==> config.mk <==
export PLATFORM = sky130hd
export DESIGN_NAME = cla_adder_pipelined_flat
export DESIGN_NICKNAME = d
export VERILOG_FILES = /design/src/rtl/cla_adder_pipelined_pkg.sv /design/src/rtl/cla_adder_pipelined_if.sv /design/src/rtl/cla_adder_pipelined_group4.sv /design/src/rtl/cla_adder_pipelined.sv /design/src/flat_wrapper.sv
export SDC_FILE = /design/constraint.sdc
export NUM_CORES = 1
export LEC_CHECK = 0
export ABC_AREA = 0
export BUFFER_PORTS_ARGS = -buffer_cell sky130_fd_sc_hd__buf_2
export CORE_UTILIZATION = 55
export CTS_CLUSTER_SIZE = 14
export DETAILED_ROUTE_END_ITERATION = 8
export PLACE_DENSITY = 0.73
export RECOVER_POWER = 100
export SETUP_SLACK_MARGIN = 0.5
export SLEW_MARGIN = 20
export SYNTH_ARGS = -nofsm -noshare
export SYNTH_HDL_FRONTEND = slang
export SYNTH_SLANG_ARGS = --single-unit
==> constraint.sdc <==
create_clock -name clk -period 7.88 [get_ports clk]
set_clock_uncertainty 0.15 [all_clocks]
set_input_delay 1.182 -clock clk [delete_from_list [all_inputs] [get_ports clk]]
set_output_delay 1.182 -clock clk [all_outputs]
set_load 0.1 [all_outputs]
==> src/rtl/cla_adder_pipelined_pkg.sv <==
// Shared constants, types and the 4-bit carry-lookahead function for the
// pipelined CLA adder/subtractor.
package cla_pkg;

    localparam int unsigned GROUP_W = 4;

    typedef struct packed {
        logic p;
        logic g;
    } pg_t;

    typedef struct packed {
        logic [GROUP_W:0] c;
        logic             pg;
        logic             gg;
    } look_t;

    // Full lookahead over one 4-bit group: carries c[0..4], group propagate/generate
    function automatic look_t group_lookahead(input logic [GROUP_W-1:0] p,
                                              input logic [GROUP_W-1:0] g,
                                              input logic               c);
        look_t r;
        r.gg   = g[3] | (p[3] & g[2]) | (p[3] & p[2] & g[1]) | (p[3] & p[2] & p[1] & g[0]);
        r.pg   = &p;
        r.c[0] = c;
        r.c[1] = g[0] | (p[0] & c);
        r.c[2] = g[1] | (p[1] & g[0]) | (p[1] & p[0] & c);
        r.c[3] = g[2] | (p[2] & g[1]) | (p[2] & p[1] & g[0]) | (p[2] & p[1] & p[0] & c);
        r.c[4] = r.gg | (r.pg & c);
        return r;
    endfunction

endpackage

==> src/rtl/cla_adder_pipelined_if.sv <==
// Operand/result handshake bundle for the pipelined CLA adder.
interface cla_adder_pipelined_if #(
    parameter int unsigned WIDTH = 32
);
    logic             in_valid;
    logic             in_ready;
    logic [WIDTH-1:0] a;
    logic [WIDTH-1:0] b;
    logic             cin;
    logic             sub;
    logic             out_valid;
    logic             out_ready;
    logic [WIDTH-1:0] sum;
    logic             cout;
    logic             ovf;

    modport master (
        output in_valid, a, b, cin, sub, out_ready,
        input  in_ready, out_valid, sum, cout, ovf
    );

    modport slave (
        input  in_valid, a, b, cin, sub, out_ready,
        output in_ready, out_valid, sum, cout, ovf
    );
endinterface

==> src/rtl/cla_adder_pipelined_group4.sv <==
// 4-bit carry-lookahead slice: sum bits plus group propagate/generate.
module cla_group4
    import cla_pkg::*;
(
    input  logic [GROUP_W-1:0] a,
    input  logic [GROUP_W-1:0] b,
    input  logic               c,
    output logic [GROUP_W-1:0] s,
    output logic               pg,
    output logic               gg
);
    logic [GROUP_W-1:0] p;
    logic [GROUP_W-1:0] g;
    look_t              grp;
    look_t              car;
    logic               unused_fields;

    assign p = a ^ b;
    assign g = a & b;

    // PG/GG taken from a carry-independent evaluation so the segment lookahead
    // that feeds c never sees a combinational path back through this slice.
    assign grp = group_lookahead(p, g, 1'b0);
    assign car = group_lookahead(p, g, c);

    assign s  = p ^ car.c[GROUP_W-1:0];
    assign pg = grp.pg;
    assign gg = grp.gg;

    assign unused_fields = ^{grp.c, car.c[GROUP_W], car.pg, car.gg};
endmodule

==> src/rtl/cla_adder_pipelined.sv <==
// Pipelined CLA adder/subtractor: one SEG_WIDTH segment resolved per stage,
// registered inter-segment carry, global-enable valid/ready pipeline.
module cla_adder_pipelined
    import cla_pkg::*;
#(
    parameter int unsigned WIDTH     = 32,
    parameter int unsigned SEG_WIDTH = 8
) (
    input  logic                  clk,
    input  logic                  rst,
    cla_adder_pipelined_if.slave  bus
);
    localparam int unsigned NSEG = WIDTH / SEG_WIDTH;
    localparam int unsigned NGRP = SEG_WIDTH / GROUP_W;

    if (((WIDTH % SEG_WIDTH) != 0) || ((SEG_WIDTH % GROUP_W) != 0)) begin : g_bad_param
        $error("cla_adder_pipelined: WIDTH must be a multiple of SEG_WIDTH, SEG_WIDTH a multiple of 4");
    end

    logic advance;
    logic accept;

    assign advance      = ~g_stage[NSEG-1].v_q | bus.out_ready;
    assign accept       = bus.in_valid & advance;
    assign bus.in_ready = advance;

    for (genvar k = 0; k < NSEG; k++) begin : g_stage
        logic [WIDTH-1:0]     in_a, in_b, in_s;
        logic                 in_c, in_v;
        logic [WIDTH-1:0]     a_q, b_q, s_q;
        logic                 c_q, v_q;
        logic [SEG_WIDTH-1:0] sa, sb, ss;
        logic [NGRP-1:0]      gp, gg;
        logic [NGRP:0]        gc;

        // Stage 0 conditions operands; later stages consume the skewed registers
        if (k == 0) begin : g_first
            assign in_a = bus.a;
            assign in_b = bus.sub ? ~bus.b : bus.b;
            assign in_c = bus.sub ? 1'b1 : bus.cin;
            assign in_s = '0;
            assign in_v = accept;
        end else begin : g_next
            assign in_a = g_stage[k-1].a_q;
            assign in_b = g_stage[k-1].b_q;
            assign in_c = g_stage[k-1].c_q;
            assign in_s = g_stage[k-1].s_q;
            assign in_v = g_stage[k-1].v_q;
        end

        assign sa = in_a[SEG_WIDTH-1:0];
        assign sb = in_b[SEG_WIDTH-1:0];

        for (genvar j = 0; j < NGRP; j++) begin : g_grp
            cla_group4 u_grp (
                .a  (sa[j*GROUP_W +: GROUP_W]),
                .b  (sb[j*GROUP_W +: GROUP_W]),
                .c  (gc[j]),
                .s  (ss[j*GROUP_W +: GROUP_W]),
                .pg (gp[j]),
                .gg (gg[j])
            );
        end

        // Segment-level lookahead: each group carry as a flat sum of products
        always_comb begin
            logic prop;
            logic acc;
            gc = '0;
            for (int j = 0; j <= int'(NGRP); j++) begin
                prop = 1'b1;
                acc  = 1'b0;
                for (int i = j - 1; i >= 0; i--) begin
                    acc  = acc | (gg[i] & prop);
                    prop = prop & gp[i];
                end
                gc[j] = acc | (prop & in_c);
            end
        end

        // Operands shift down one segment; the finished segment enters the sum at the top
        always_ff @(posedge clk or posedge rst) begin
            if (rst) begin
                v_q <= 1'b0;
                c_q <= 1'b0;
                a_q <= '0;
                b_q <= '0;
                s_q <= '0;
            end else if (advance) begin
                v_q <= in_v;
                c_q <= gc[NGRP];
                a_q <= in_a >> SEG_WIDTH;
                b_q <= in_b >> SEG_WIDTH;
                s_q <= WIDTH'({ss, in_s} >> SEG_WIDTH);
            end
        end

        if (k == NSEG - 1) begin : g_last
            logic ovf_q;
            logic unused_skew;

            // Carry into the MSB recovered from its sum bit, compared with carry out
            always_ff @(posedge clk or posedge rst) begin
                if (rst) begin
                    ovf_q <= 1'b0;
                end else if (advance) begin
                    ovf_q <= (ss[SEG_WIDTH-1] ^ sa[SEG_WIDTH-1] ^ sb[SEG_WIDTH-1]) ^ gc[NGRP];
                end
            end

            assign unused_skew = ^{a_q, b_q};
        end
    end

    assign bus.out_valid = g_stage[NSEG-1].v_q;
    assign bus.sum       = g_stage[NSEG-1].s_q;
    assign bus.cout      = g_stage[NSEG-1].c_q;
    assign bus.ovf       = g_stage[NSEG-1].g_last.ovf_q;
endmodule
==> src/flat_wrapper.sv <==
// flat-port wrapper written by rule: the top's interface ports become plain ports
module cla_adder_pipelined_flat import cla_pkg::*;
#(
    parameter int unsigned WIDTH     = 32,
    parameter int unsigned SEG_WIDTH = 8
)
  (clk, rst, bus_in_valid, bus_a, bus_b, bus_cin, bus_sub, bus_out_ready, bus_in_ready, bus_out_valid, bus_sum, bus_cout, bus_ovf);
  cla_adder_pipelined_if #(.WIDTH(WIDTH)) bus_i ();
  input  logic clk;
  input  logic rst;
  input wire logic [$bits(bus_i.in_valid)-1:0] bus_in_valid;
  input wire logic [$bits(bus_i.a)-1:0] bus_a;
  input wire logic [$bits(bus_i.b)-1:0] bus_b;
  input wire logic [$bits(bus_i.cin)-1:0] bus_cin;
  input wire logic [$bits(bus_i.sub)-1:0] bus_sub;
  input wire logic [$bits(bus_i.out_ready)-1:0] bus_out_ready;
  output wire logic [$bits(bus_i.in_ready)-1:0] bus_in_ready;
  output wire logic [$bits(bus_i.out_valid)-1:0] bus_out_valid;
  output wire logic [$bits(bus_i.sum)-1:0] bus_sum;
  output wire logic [$bits(bus_i.cout)-1:0] bus_cout;
  output wire logic [$bits(bus_i.ovf)-1:0] bus_ovf;
  assign bus_i.in_valid = bus_in_valid;
  assign bus_i.a = bus_a;
  assign bus_i.b = bus_b;
  assign bus_i.cin = bus_cin;
  assign bus_i.sub = bus_sub;
  assign bus_i.out_ready = bus_out_ready;
  assign bus_in_ready = bus_i.in_ready;
  assign bus_out_valid = bus_i.out_valid;
  assign bus_sum = bus_i.sum;
  assign bus_cout = bus_i.cout;
  assign bus_ovf = bus_i.ovf;
  cla_adder_pipelined #(.WIDTH(WIDTH), .SEG_WIDTH(SEG_WIDTH)) u_core (.clk(clk), .rst(rst), .bus(bus_i));
endmodule
==> impl_table.tex, run 1 <==
\begin{tabular}{lr}
\hline
Metric & Value \\
\hline
\multicolumn{2}{l}{\textbf{Route}} \\
Via/cell ratio & about 5 \\
Total number of vias & $\sim$6000 \\
Final Routed Wirelength & $\sim$15000 microns \\
Residual DRC & 0 \\
DR pass1 iterations & 4 \\
Final antenna-violating net count & 0 \\
Wire per inst & about 13 microns \\
DRT iter0 DRCs & between 400 and 500 \\
\multicolumn{2}{l}{\textbf{Worst setup path}} \\
CP endpoint kind & async pin \\
Critical path type & primary input to async pin \\
Startpoint class of the critical path & primary input \\
Data required time of the worst path & slightly above 8000 ps \\
Register-to-register path setup slack & 3620 ps \\
Worst endpoint data arrival time & slightly above 5000 ps \\
Largest fanout on the critical path & 115 \\
\multicolumn{2}{l}{\textbf{Timing}} \\
Final worst-path setup slack & roughly 3000 ps \\
Count of endpoints failing setup in the final report & 0 \\
Final count of hold timing violations & 0 \\
Relative slew slack & -2.32 \\
Unrepaired setup endpoints after global routing & false \\
Slew at the pin closest to its max-slew limit & slightly below 5000 ps \\
Final period demand of the worst path & between 4000 and 5000 ps \\
Final Cycle Share & 0.615 \\
Pins over their slew limit & around 220 \\
Post-route setup TNS & 0 ps \\
Highest clock rate & 0.206 GHz \\
\multicolumn{2}{l}{\textbf{Synthesis}} \\
Most frequent cells after synthesis & 412 x sky130\_fd\_sc\_hd\_\_nand2\_1, 185 x sky130\_fd\_sc\_hd\_\_dfrtp\_1, 40 x sky130\_fd\_sc\_hd\_\_o21ai\_1 \\
Post-Synthesis Net Count & about 1000 \\
Avg Inst Size Synth & roughly 9.1 sq um \\
Post-Synthesis Cells & between 900 and 1000 \\
Synth area leaders & sky130\_fd\_sc\_hd\_\_dfrtp\_1 55\%, sky130\_fd\_sc\_hd\_\_nand2\_1 18\%, sky130\_fd\_sc\_hd\_\_ha\_1 4.8\% \\
Warnings from Yosys & 0 \\
Post-synthesis register bit count & about 190 \\
Number of distinct library cells after synthesis & 46 \\
Share of Yosys cell area claimed by the top area cell type & 0.550 \\
Post-synthesis sequential area ratio & 0.550 \\
Count of flip-flops with a built-in enable after synthesis & 0 \\
Fraction of registers with async set/reset & 1.00 \\
Cell taking the most area after synthesis & sky130\_fd\_sc\_hd\_\_dfrtp\_1 \\
Most instantiated library cell after synthesis & sky130\_fd\_sc\_hd\_\_nand2\_1 \\
Mapped cell area & between 8000 and 9000 sq um \\
Ys flop type & sky130\_fd\_sc\_hd\_\_dfrtp\_1 \\
\multicolumn{2}{l}{\textbf{Final layout}} \\
Non-filler instance count after layout & 1198 \\
Share of cells above drive strength 1 & 0.104 \\
Sequential cell area & around 4600 sq um \\
Layout Nets & 1113 \\
Area occupied by multi-input gates & 3510 sq um \\
End-of-flow core utilization & 0.650 \\
P\&R area growth vs syn & 13.9\% \\
Antenna Diode Count & 0 \\
Number of filler cells placed in the layout & 1263 \\
\multicolumn{2}{l}{\textbf{GRT}} \\
Total grt overflow & 0 \\
Wire length of the first global-routing pass & around 27000 microns \\
Pin count of the biggest net entering global routing & roughly 210 \\
Total routing resource utilization after global routing & 0.216 \\
Number of antenna violations at the first check in global routing & 0 \\
Number of global-route vias before repair & 5749 \\
\multicolumn{2}{l}{\textbf{Floorplanning}} \\
Die span in y & between 100 and 150 microns \\
\# rows & between 40 and 50 \\
Area of the die & $\sim$16000 sq um \\
Io pins & 106 \\
Starting utilization of the core area & 0.570 \\
Die Width & between 100 and 150 microns \\
Core region area & around 15000 sq um \\
\multicolumn{2}{l}{\textbf{Run status}} \\
Violated checks & capacitance limit, slew limit \\
Outcome & complete, but fails checks \\
\multicolumn{2}{l}{\textbf{CTS}} \\
Later-pin clock latency in the skew report & roughly 420 ps \\
Number of buffers inserted for hold repair after clock tree synthesis & 0 \\
Number of levels in the clock H-tree & 4 \\
Clock tree buffer depth & 2 \\
Resize count post-CTS & 0 \\
Clock transition at path regs & $\sim$60 ps \\
TritonCTS clock tree & built \\
Number of buffers created by CTS & 17 \\
Buffer count from post-CTS setup fixing & 0 \\
Sinks on the clock net & 185 \\
Buffer cell driving the clock tree root & sky130\_fd\_sc\_hd\_\_clkbuf\_16 \\
\multicolumn{2}{l}{\textbf{Job}} \\
Total of max-cap violations & 3 \\
\multicolumn{2}{l}{\textbf{Placed design}} \\
Final weighted congestion in routability-driven placement & 0.794 \\
Number of buffer cells added on primary ports & 105 \\
Pre-CTS setup slack & roughly 3500 ps \\
Sum of net half-perimeters after detailed placement & 9410 microns \\
Number of cells in the design after placement & 1168 \\
\multicolumn{2}{l}{\textbf{Power}} \\
Static Leak & 4.86 nW \\
Pwr Density & roughly 470 nW/um\^{}2 \\
Peak VDD IR & 0.256 mV \\
Final total power & 4.53 mW \\
\multicolumn{2}{l}{\textbf{Min path}} \\
Worst Hold Class & flip-flop to flip-flop \\
\hline
\end{tabular}
## layout make-up
type | count | area share
sequential | 185 | 0.483
multi-input combinational | 671 | 0.366
timing repair buffer | 109 | 0.0538
clock buffer | 22 | 0.0505
tap | 184 | 0.0240
clock inverter | 8 | 0.0149
inverter | 19 | 0.00809
## sequential cells by signal, indices dropped and copies added (netlist names)
signal                flops
u_core.g_stage.a_q       48
u_core.g_stage.b_q       48
u_core.g_stage.s_q       48
u_core.bus.sum           32
u_core.g_stage.c_q        3
u_core.g_stage.v_q        3
u_core.bus.cout           1
u_core.bus.out_valid      1
u_core.bus.ovf            1
## placed cells by master (no fill, tap or decap), types with 21 or more instances in the layout
| cell type | n |
|---|---|
| sky130_fd_sc_hd__clkbuf_1 | 39 |
| sky130_fd_sc_hd__dfrtp_1 | 185 |
| sky130_fd_sc_hd__o21ai_0 | 41 |
| sky130_fd_sc_hd__xor2_1 | 21 |
| sky130_fd_sc_hd__a21oi_1 | 32 |
| sky130_fd_sc_hd__xnor2_1 | 33 |
| sky130_fd_sc_hd__nand2_1 | 412 |
| sky130_fd_sc_hd__ha_1 | 32 |
| sky130_fd_sc_hd__nor2_1 | 26 |
| sky130_fd_sc_hd__buf_2 | 69 |
## critical path: stages
cell	delay [ps]
sky130_fd_sc_hd__buf_2	100
sky130_fd_sc_hd__clkinvlp_2	2730
sky130_fd_sc_hd__buf_4	1030
## stage by stage
step	hold WS, ps	area, sq um
finish	310	9590
global route	334	9590
CTS	315	9660
detailed placement	302	9030
global placement	294	9030
floorplan	280	8420
## layer usage
metal,wire length [microns],track usage,vias to the layer above
met5,0,0,-
met4,233,0.0839,0
met3,554,0.0425,18
met2,6700,0.312,113
met1,7990,0.322,2771
li1,-,-,3087
## final timing paths
kind | to | depth (start not counted) | startpoint
setup reg to reg | u_core.g_stage[1].a_q[0] | 5 | u_core.bus.out_valid
min in group asynchronous | u_core.bus.sum[8] | 2 | rst
max in group clk | u_core.g_stage[0].s_q[28] | 10 | bus_sub
hold reg to reg | u_core.g_stage[2].v_q | 2 | u_core.g_stage[2].v_q
setup / recovery | u_core.g_stage[1].a_q[9] | 3 | rst
hold / removal | u_core.g_stage[2].v_q | 2 | u_core.g_stage[2].v_q
## report_power, final
group,switching (mW),leakage (nW),internal [mW]
Clock,0.339,0.308,0.560
Combinational,1.46,2.33,0.554
Sequential,0.239,2.22,1.38
Total,2.04,4.86,2.49
## cell families after synthesis
family,count (synthesis),synth area share
flip-flops,185,0.550
AND/OR/NAND/NOR,475,0.225
XOR/XNOR,54,0.0562
buffers and inverters,66,0.0329
adder cells (fa/ha/maj),40,0.0666
AO/OA/AOI/OAI,102,0.0696
No activity file was read; power rests on OpenSTA's default activity.
==> inputs of run 2 (changes only) <==
Clock period 7.88 ns to 4.6 ns, I/O delays scaled along.
==> run 2 against run 1 <==
Against the previous run: the flow still finishes with violations (capacitance limit, slew limit); sequential power increased by 71%; critical path depth is the same; first-iteration DRC count grew 2.8%; clock power up 57%; die area unchanged; design area is 0.57% lower; non-clock buffer count is the same; critical path type is now flip-flop to primary output; largest cell class unchanged; largest power group unchanged.
==> impl_table.tex, run 2 (same netlist as run 1, synthesis figures left out) <==
\begin{tabular}{lr}
\hline
Metric & Value \\
\hline
\multicolumn{2}{l}{\textbf{Floorplanning}} \\
\# rows & 44 \\
Core region area & 14800 sq um \\
Io pins & about 110 \\
Die span in y & 126 microns \\
Die Width & between 100 and 150 microns \\
Area of the die & about 16000 sq um \\
Starting utilization of the core area & 0.570 \\
\multicolumn{2}{l}{\textbf{CTS}} \\
Buffer cell driving the clock tree root & sky130\_fd\_sc\_hd\_\_clkbuf\_16 \\
Sinks on the clock net & 185 \\
Clock tree buffer depth & 2 \\
Clock transition at path regs & approximately 60 ps \\
Resize count post-CTS & 0 \\
Number of buffers created by CTS & 17 \\
Number of levels in the clock H-tree & 4 \\
Number of buffers inserted for hold repair after clock tree synthesis & 0 \\
TritonCTS clock tree & built \\
Buffer count from post-CTS setup fixing & 0 \\
Later-pin clock latency in the skew report & 430 ps \\
\multicolumn{2}{l}{\textbf{Worst setup path}} \\
Data required time of the worst path & 3760 ps \\
Startpoint class of the critical path & flip-flop \\
Reg-to-Reg Start & u\_core.bus.out\_valid \\
Largest fanout on the critical path & around 120 \\
Critical path type & flip-flop to primary output \\
Worst setup path startpoint & u\_core.bus.out\_valid \\
Worst endpoint data arrival time & between 2000 and 3000 ps \\
CP endpoint kind & primary output \\
\multicolumn{2}{l}{\textbf{Power}} \\
Switching part of the total power & 0.459 \\
Sequential share of power & 0.365 \\
Pwr Density & between 700 and 800 nW/um\^{}2 \\
Combinational Power Share & 0.449 \\
Clk network pwr share & 0.186 \\
Static Leak & slightly below 5 nW \\
Peak VDD IR & 0.397 mV \\
Cell-internal power & 4.11 mW \\
Net Sw Power & approximately 3.5 mW \\
\multicolumn{2}{l}{\textbf{Final layout}} \\
P\&R area growth vs syn & 13.2\% \\
Sequential cell area & roughly 4600 sq um \\
Largest regs & u\_core.g\_stage.a\_q: 48 flops, u\_core.g\_stage.b\_q: 48 flops, u\_core.g\_stage.s\_q: 48 flops \\
End-of-flow core utilization & 0.646 \\
Area occupied by multi-input gates & 3500 sq um \\
Antenna Diode Count & 0 \\
Final non-filler cell area & between 9000 and 10000 sq um \\
Layout Nets & 1113 \\
Number of filler cells placed in the layout & between 1000 and 1500 \\
Commonest cells after routing, fill and taps aside & 412 x sky130\_fd\_sc\_hd\_\_nand2\_1, 185 x sky130\_fd\_sc\_hd\_\_dfrtp\_1, 67 x sky130\_fd\_sc\_hd\_\_buf\_2, 45 x sky130\_fd\_sc\_hd\_\_o21ai\_0, 39 x sky130\_fd\_sc\_hd\_\_clkbuf\_1 \\
Share of cells above drive strength 1 & 0.103 \\
Commonest non-fill, non-tap cell in the layout & sky130\_fd\_sc\_hd\_\_nand2\_1 \\
\multicolumn{2}{l}{\textbf{Route}} \\
Residual DRC & 0 \\
DR pass1 iterations & 5 \\
Wire per inst & 12.9 microns \\
DRT iter0 DRCs & approximately 450 \\
Total number of vias & between 5000 and 6000 \\
Final antenna-violating net count & 0 \\
Via/cell ratio & roughly 5 \\
Final Routed Wirelength & 15400 microns \\
\multicolumn{2}{l}{\textbf{Timing}} \\
Slew at the pin closest to its max-slew limit & 2500 ps \\
Final count of hold timing violations & 0 \\
Highest clock rate & $\sim$0.29 GHz \\
Relative slew slack & -0.666 \\
Pins over their slew limit & roughly 190 \\
Unrepaired setup endpoints after global routing & false \\
Final period demand of the worst path & between 3000 and 4000 ps \\
Post-route setup TNS & 0 ps \\
Count of endpoints failing setup in the final report & 0 \\
Final Cycle Share & 0.739 \\
\multicolumn{2}{l}{\textbf{GRT}} \\
Wire length of the first global-routing pass & around 27000 microns \\
Number of antenna violations at the first check in global routing & 0 \\
Pin count of the biggest net entering global routing & slightly above 200 \\
Total routing resource utilization after global routing & 0.216 \\
Total grt overflow & 0 \\
Number of global-route vias before repair & around 5700 \\
\multicolumn{2}{l}{\textbf{Min path}} \\
Worst Hold Class & primary input to flip-flop \\
Worst Min Path Start & bus\_a[19] \\
\multicolumn{2}{l}{\textbf{Run status}} \\
Outcome & complete, but fails checks \\
Violated checks & capacitance limit, slew limit \\
\multicolumn{2}{l}{\textbf{Placed design}} \\
Number of buffer cells added on primary ports & roughly 110 \\
Final weighted congestion in routability-driven placement & 0.801 \\
Sum of net half-perimeters after detailed placement & between 9000 and 10000 microns \\
Placed inst area & $\sim$9000 sq um \\
\multicolumn{2}{l}{\textbf{Job}} \\
Total of max-cap violations & 1 \\
\hline
\end{tabular}
run 2: cell types whose count changed in the layout (fill, tap and decap cells not counted), moves of 3 or more:
cell	previous run	this run
sky130_fd_sc_hd__clkbuf_8	4	1
sky130_fd_sc_hd__clkinvlp_4	1	5
sky130_fd_sc_hd__o21ai_1	6	3
sky130_fd_sc_hd__o21ai_0	41	45
sky130_fd_sc_hd__clkinv_4	0	3
run 2: final cells by class:
type	instances	area share
well taps	184	0.0242
clock inverters	11	0.0133
clock buffers	19	0.0465
flip-flops and latches	185	0.486
inverters	19	0.00840
repair buffers	109	0.0544
multi-input cells	671	0.368
run 2: metal layers:
layer,vias to the layer above,global-route usage,part of all wire
met5,-,0,0
met4,0,0.0653,0.012
met3,12,0.0523,0.044
met2,114,0.315,0.43
met1,2742,0.320,0.51
li1,3096,-,-
run 2: stage by stage:
stage                     setup WS [ps]  instances  power (mW)  hold WS [ps]
after floorplan                    1320        922        5.65           280
after global placement             1730       1168        6.21           293
after detailed placement           1660       1168        6.31           300
after CTS                          1640       1198        7.75           282
after global routing               1070       1198        8.19           285
final                              1200       1198        7.59           305
run 2: final timing paths:
| kind | cells past startpoint | endpoint | slack, ps |
|---|---|---|---|
| max | 3 | bus_in_ready | 1200 |
| min | 3 | u_core.g_stage[0].a_q[11] | 300 |
| max reg2reg | 6 | u_core.bus.ovf | 1610 |
| min reg2reg | 2 | u_core.bus.sum[0] | 310 |
| max in group asynchronous | 3 | u_core.g_stage[1].a_q[12] | 1680 |
| min in group asynchronous | 3 | u_core.bus.sum[7] | 960 |
run 2: power by group through the flow:
stage	clock network (mW)	registers, mW	logic, mW
4_1_cts	1.44	2.77	3.54
3_5_place_dp	0	2.79	3.51
6_report	1.41	2.77	3.41
3_3_place_gp	0	2.77	3.44
2_1_floorplan	0	3.81	1.85
5_1_grt	1.50	2.87	3.82
run 2: critical path, cell delays in order (launching register included):
cell	delay [ps]
sky130_fd_sc_hd__dfrtp_1	370
sky130_fd_sc_hd__nor2b_1	200
sky130_fd_sc_hd__inv_6	570
sky130_fd_sc_hd__clkbuf_1	920
==> inputs of run 3 (changes only) <==
Settings changed: CORE_UTILIZATION 55 to 52.
Clock period 4.6 ns to 2.74 ns, I/O delays scaled along.
==> run 3 against run 2 <==
Against the previous run: the run now ends clean; sequential share of layout area down 1.3 points; design area up 2.7%; sequential power is 68% higher; first-iteration DRC count is 4.2% higher; core utilization down 2.7 points; critical path depth increased by 7; via count rose by 2.3%; clock power is 76% higher; non-clock buffer count is 17 higher.
==> impl_table.tex, run 3 (same netlist as run 1, synthesis figures left out) <==
\begin{tabular}{lr}
\hline
Metric & Value \\
\hline
\multicolumn{2}{l}{\textbf{Placed design}} \\
Pre-CTS setup slack & $\sim$140 ps \\
Sum of net half-perimeters after detailed placement & around 10000 microns \\
Number of buffer cells added on primary ports & about 110 \\
Final weighted congestion in routability-driven placement & approximately 0.8 \\
\multicolumn{2}{l}{\textbf{Floorplanning}} \\
Core region area & 15800 sq um \\
Area of the die & 16700 sq um \\
Starting utilization of the core area & 0.532 \\
Die span in y & roughly 130 microns \\
Io pins & between 100 and 150 \\
\# rows & 46 \\
Die Width & around 130 microns \\
\multicolumn{2}{l}{\textbf{GRT}} \\
Number of antenna violations at the first check in global routing & 0 \\
Total routing resource utilization after global routing & 0.207 \\
Pin count of the biggest net entering global routing & between 80 and 90 \\
Total grt overflow & 0 \\
Wire length of the first global-routing pass & about 27000 microns \\
Number of global-route vias before repair & 5647 \\
\multicolumn{2}{l}{\textbf{Route}} \\
Final Routed Wirelength & 16100 microns \\
DR pass1 iterations & 5 \\
Residual DRC & 0 \\
Wire per inst & $\sim$13 microns \\
Via/cell ratio & roughly 4.9 \\
DRT iter0 DRCs & 467 \\
Total number of vias & 6103 \\
Final antenna-violating net count & 0 \\
\multicolumn{2}{l}{\textbf{Timing}} \\
Final Cycle Share & 0.883 \\
Worst hold slack after final layout & $\sim$25 ps \\
Unrepaired setup endpoints after global routing & true \\
Pins over their slew limit & 0 \\
Final worst-path setup slack & 320 ps \\
Final count of hold timing violations & 0 \\
Count of endpoints failing setup in the final report & 0 \\
Final period demand of the worst path & about 2400 ps \\
Post-route setup TNS & 0 ps \\
Relative slew slack & 0.143 \\
Highest clock rate & 0.413 GHz \\
Slew at the pin closest to its max-slew limit & 1290 ps \\
\multicolumn{2}{l}{\textbf{Final layout}} \\
Largest regs & u\_core.g\_stage.a\_q: 48 flops, u\_core.g\_stage.b\_q: 48 flops, u\_core.g\_stage.s\_q: 48 flops \\
Commonest non-fill, non-tap cell in the layout & sky130\_fd\_sc\_hd\_\_nand2\_1 \\
P\&R area growth vs syn & 16.3\% \\
Layout Nets & between 1000 and 1500 \\
Share of cells above drive strength 1 & 0.129 \\
Antenna Diode Count & 0 \\
End-of-flow core utilization & 0.619 \\
Commonest cells after routing, fill and taps aside & 412 x sky130\_fd\_sc\_hd\_\_nand2\_1, 185 x sky130\_fd\_sc\_hd\_\_dfrtp\_1, 68 x sky130\_fd\_sc\_hd\_\_buf\_2, 37 x sky130\_fd\_sc\_hd\_\_o21ai\_0, 36 x sky130\_fd\_sc\_hd\_\_clkbuf\_1 \\
\multicolumn{2}{l}{\textbf{Run status}} \\
Outcome & complete, no violations \\
\multicolumn{2}{l}{\textbf{Worst setup path}} \\
Largest fanout on the critical path & 2 \\
Most numerous cell on the critical path & sky130\_fd\_sc\_hd\_\_buf\_4 \\
Worst endpoint data arrival time & 2530 ps \\
Master of the slowest instance on the critical path & sky130\_fd\_sc\_hd\_\_dfrtp\_1 \\
Data required time of the worst path & 2850 ps \\
Critical path type & flip-flop to flip-flop \\
Cells along the critical path & ha\_1 -> a21o\_1 -> a21oi\_1 -> buf\_4 -> buf\_4 -> buf\_4 -> o21ai\_0 -> a31oi\_2 -> xor2\_1 -> o21ai\_0 \\
Register-to-Register Path Depth & 10 \\
CP endpoint kind & flip-flop \\
Startpoint class of the critical path & flip-flop \\
Stage delay of the slowest cell on the critical path & roughly 380 ps \\
\multicolumn{2}{l}{\textbf{Job}} \\
Total of max-cap violations & 0 \\
\multicolumn{2}{l}{\textbf{Power}} \\
Peak VDD IR & roughly 0.6 mV \\
Pwr Density & 1330 nW/um\^{}2 \\
Static Leak & about 4.9 nW \\
Final total power & roughly 13 mW \\
\multicolumn{2}{l}{\textbf{CTS}} \\
Sinks on the clock net & roughly 190 \\
Number of buffers created by CTS & 17 \\
Later-pin clock latency in the skew report & roughly 420 ps \\
Clock tree buffer depth & 2 \\
Clock transition at path regs & around 70 ps \\
Buffer cell driving the clock tree root & sky130\_fd\_sc\_hd\_\_clkbuf\_16 \\
Number of levels in the clock H-tree & 4 \\
TritonCTS clock tree & built \\
\multicolumn{2}{l}{\textbf{Min path}} \\
Worst Hold Class & primary input to flip-flop \\
Cell count of the worst hold path & 3 \\
\hline
\end{tabular}
-- run 3: cell count changes in the layout (fill, tap and decap cells not counted), sizes merged --
cell	delta
inv	+1
dlygate4sd3	+1
clkinvlp	-2
bufinv	+1
buf	+14
clkinv	+3
-- run 3: critical path, delay by kind of cell (launching register included) --
kind	cells	cell delay, ps
buffers and inverters	3	350
flip-flops	1	380
AO/OA/AOI/OAI	5	890
XOR/XNOR	1	190
adder cells (fa/ha/maj)	1	290
-- run 3: stage by stage --
stage,cells,area (sq um)
floorplan,922,8460
global placement,1208,9180
detailed placement,1208,9180
CTS,1243,9830
global route,1248,9790
finish,1248,9790
-- run 3: layout make-up --
type                       instances  area (sq um)
timing repair buffer             126           681
multi-input combinational        671          3540
sequential                       185          4630
clock buffer                      17           425
clock inverter                    14           174
tap                              216           270
fill                            1427          6040
inverter                          19          73.8
-- run 3: routing by layer --
metal	wire length, microns	up-vias	global-route usage
met5	0	-	0
met4	209	0	0.0713
met3	627	15	0.0367
met2	7190	129	0.312
met1	8070	2833	0.301
li1	-	3126	-
-- run 3: path summary, 6_finish.rpt --
path / slack (ps) / start / endpoint
setup / recovery: 320 / u_core.g_stage[0].a_q[0] / u_core.g_stage[1].s_q[31]
hold / removal: 20 / bus_a[29] / u_core.g_stage[0].a_q[21]
setup reg to reg: 320 / u_core.g_stage[0].a_q[0] / u_core.g_stage[1].s_q[31]
hold reg to reg: 310 / u_core.g_stage[2].v_q / u_core.bus.out_valid
max in group asynchronous: 730 / rst / u_core.bus.sum[1]
min in group asynchronous: 420 / rst / u_core.bus.sum[7]
-- run 3: power by group --
group,internal [mW],switching (mW)
registers,3.96,0.701
clock network,1.44,1.04
logic,1.70,4.20
-- run 3: what timing repair did --
action / CTS / global route
hold buffers: 1 / 0
setup endpoints to repair: 5 / 12
buffers inserted: 3 / 5
pin swaps: 3 / 20
endpoints found under the hold margin: 7 / 0
resized for setup: 6 / 7
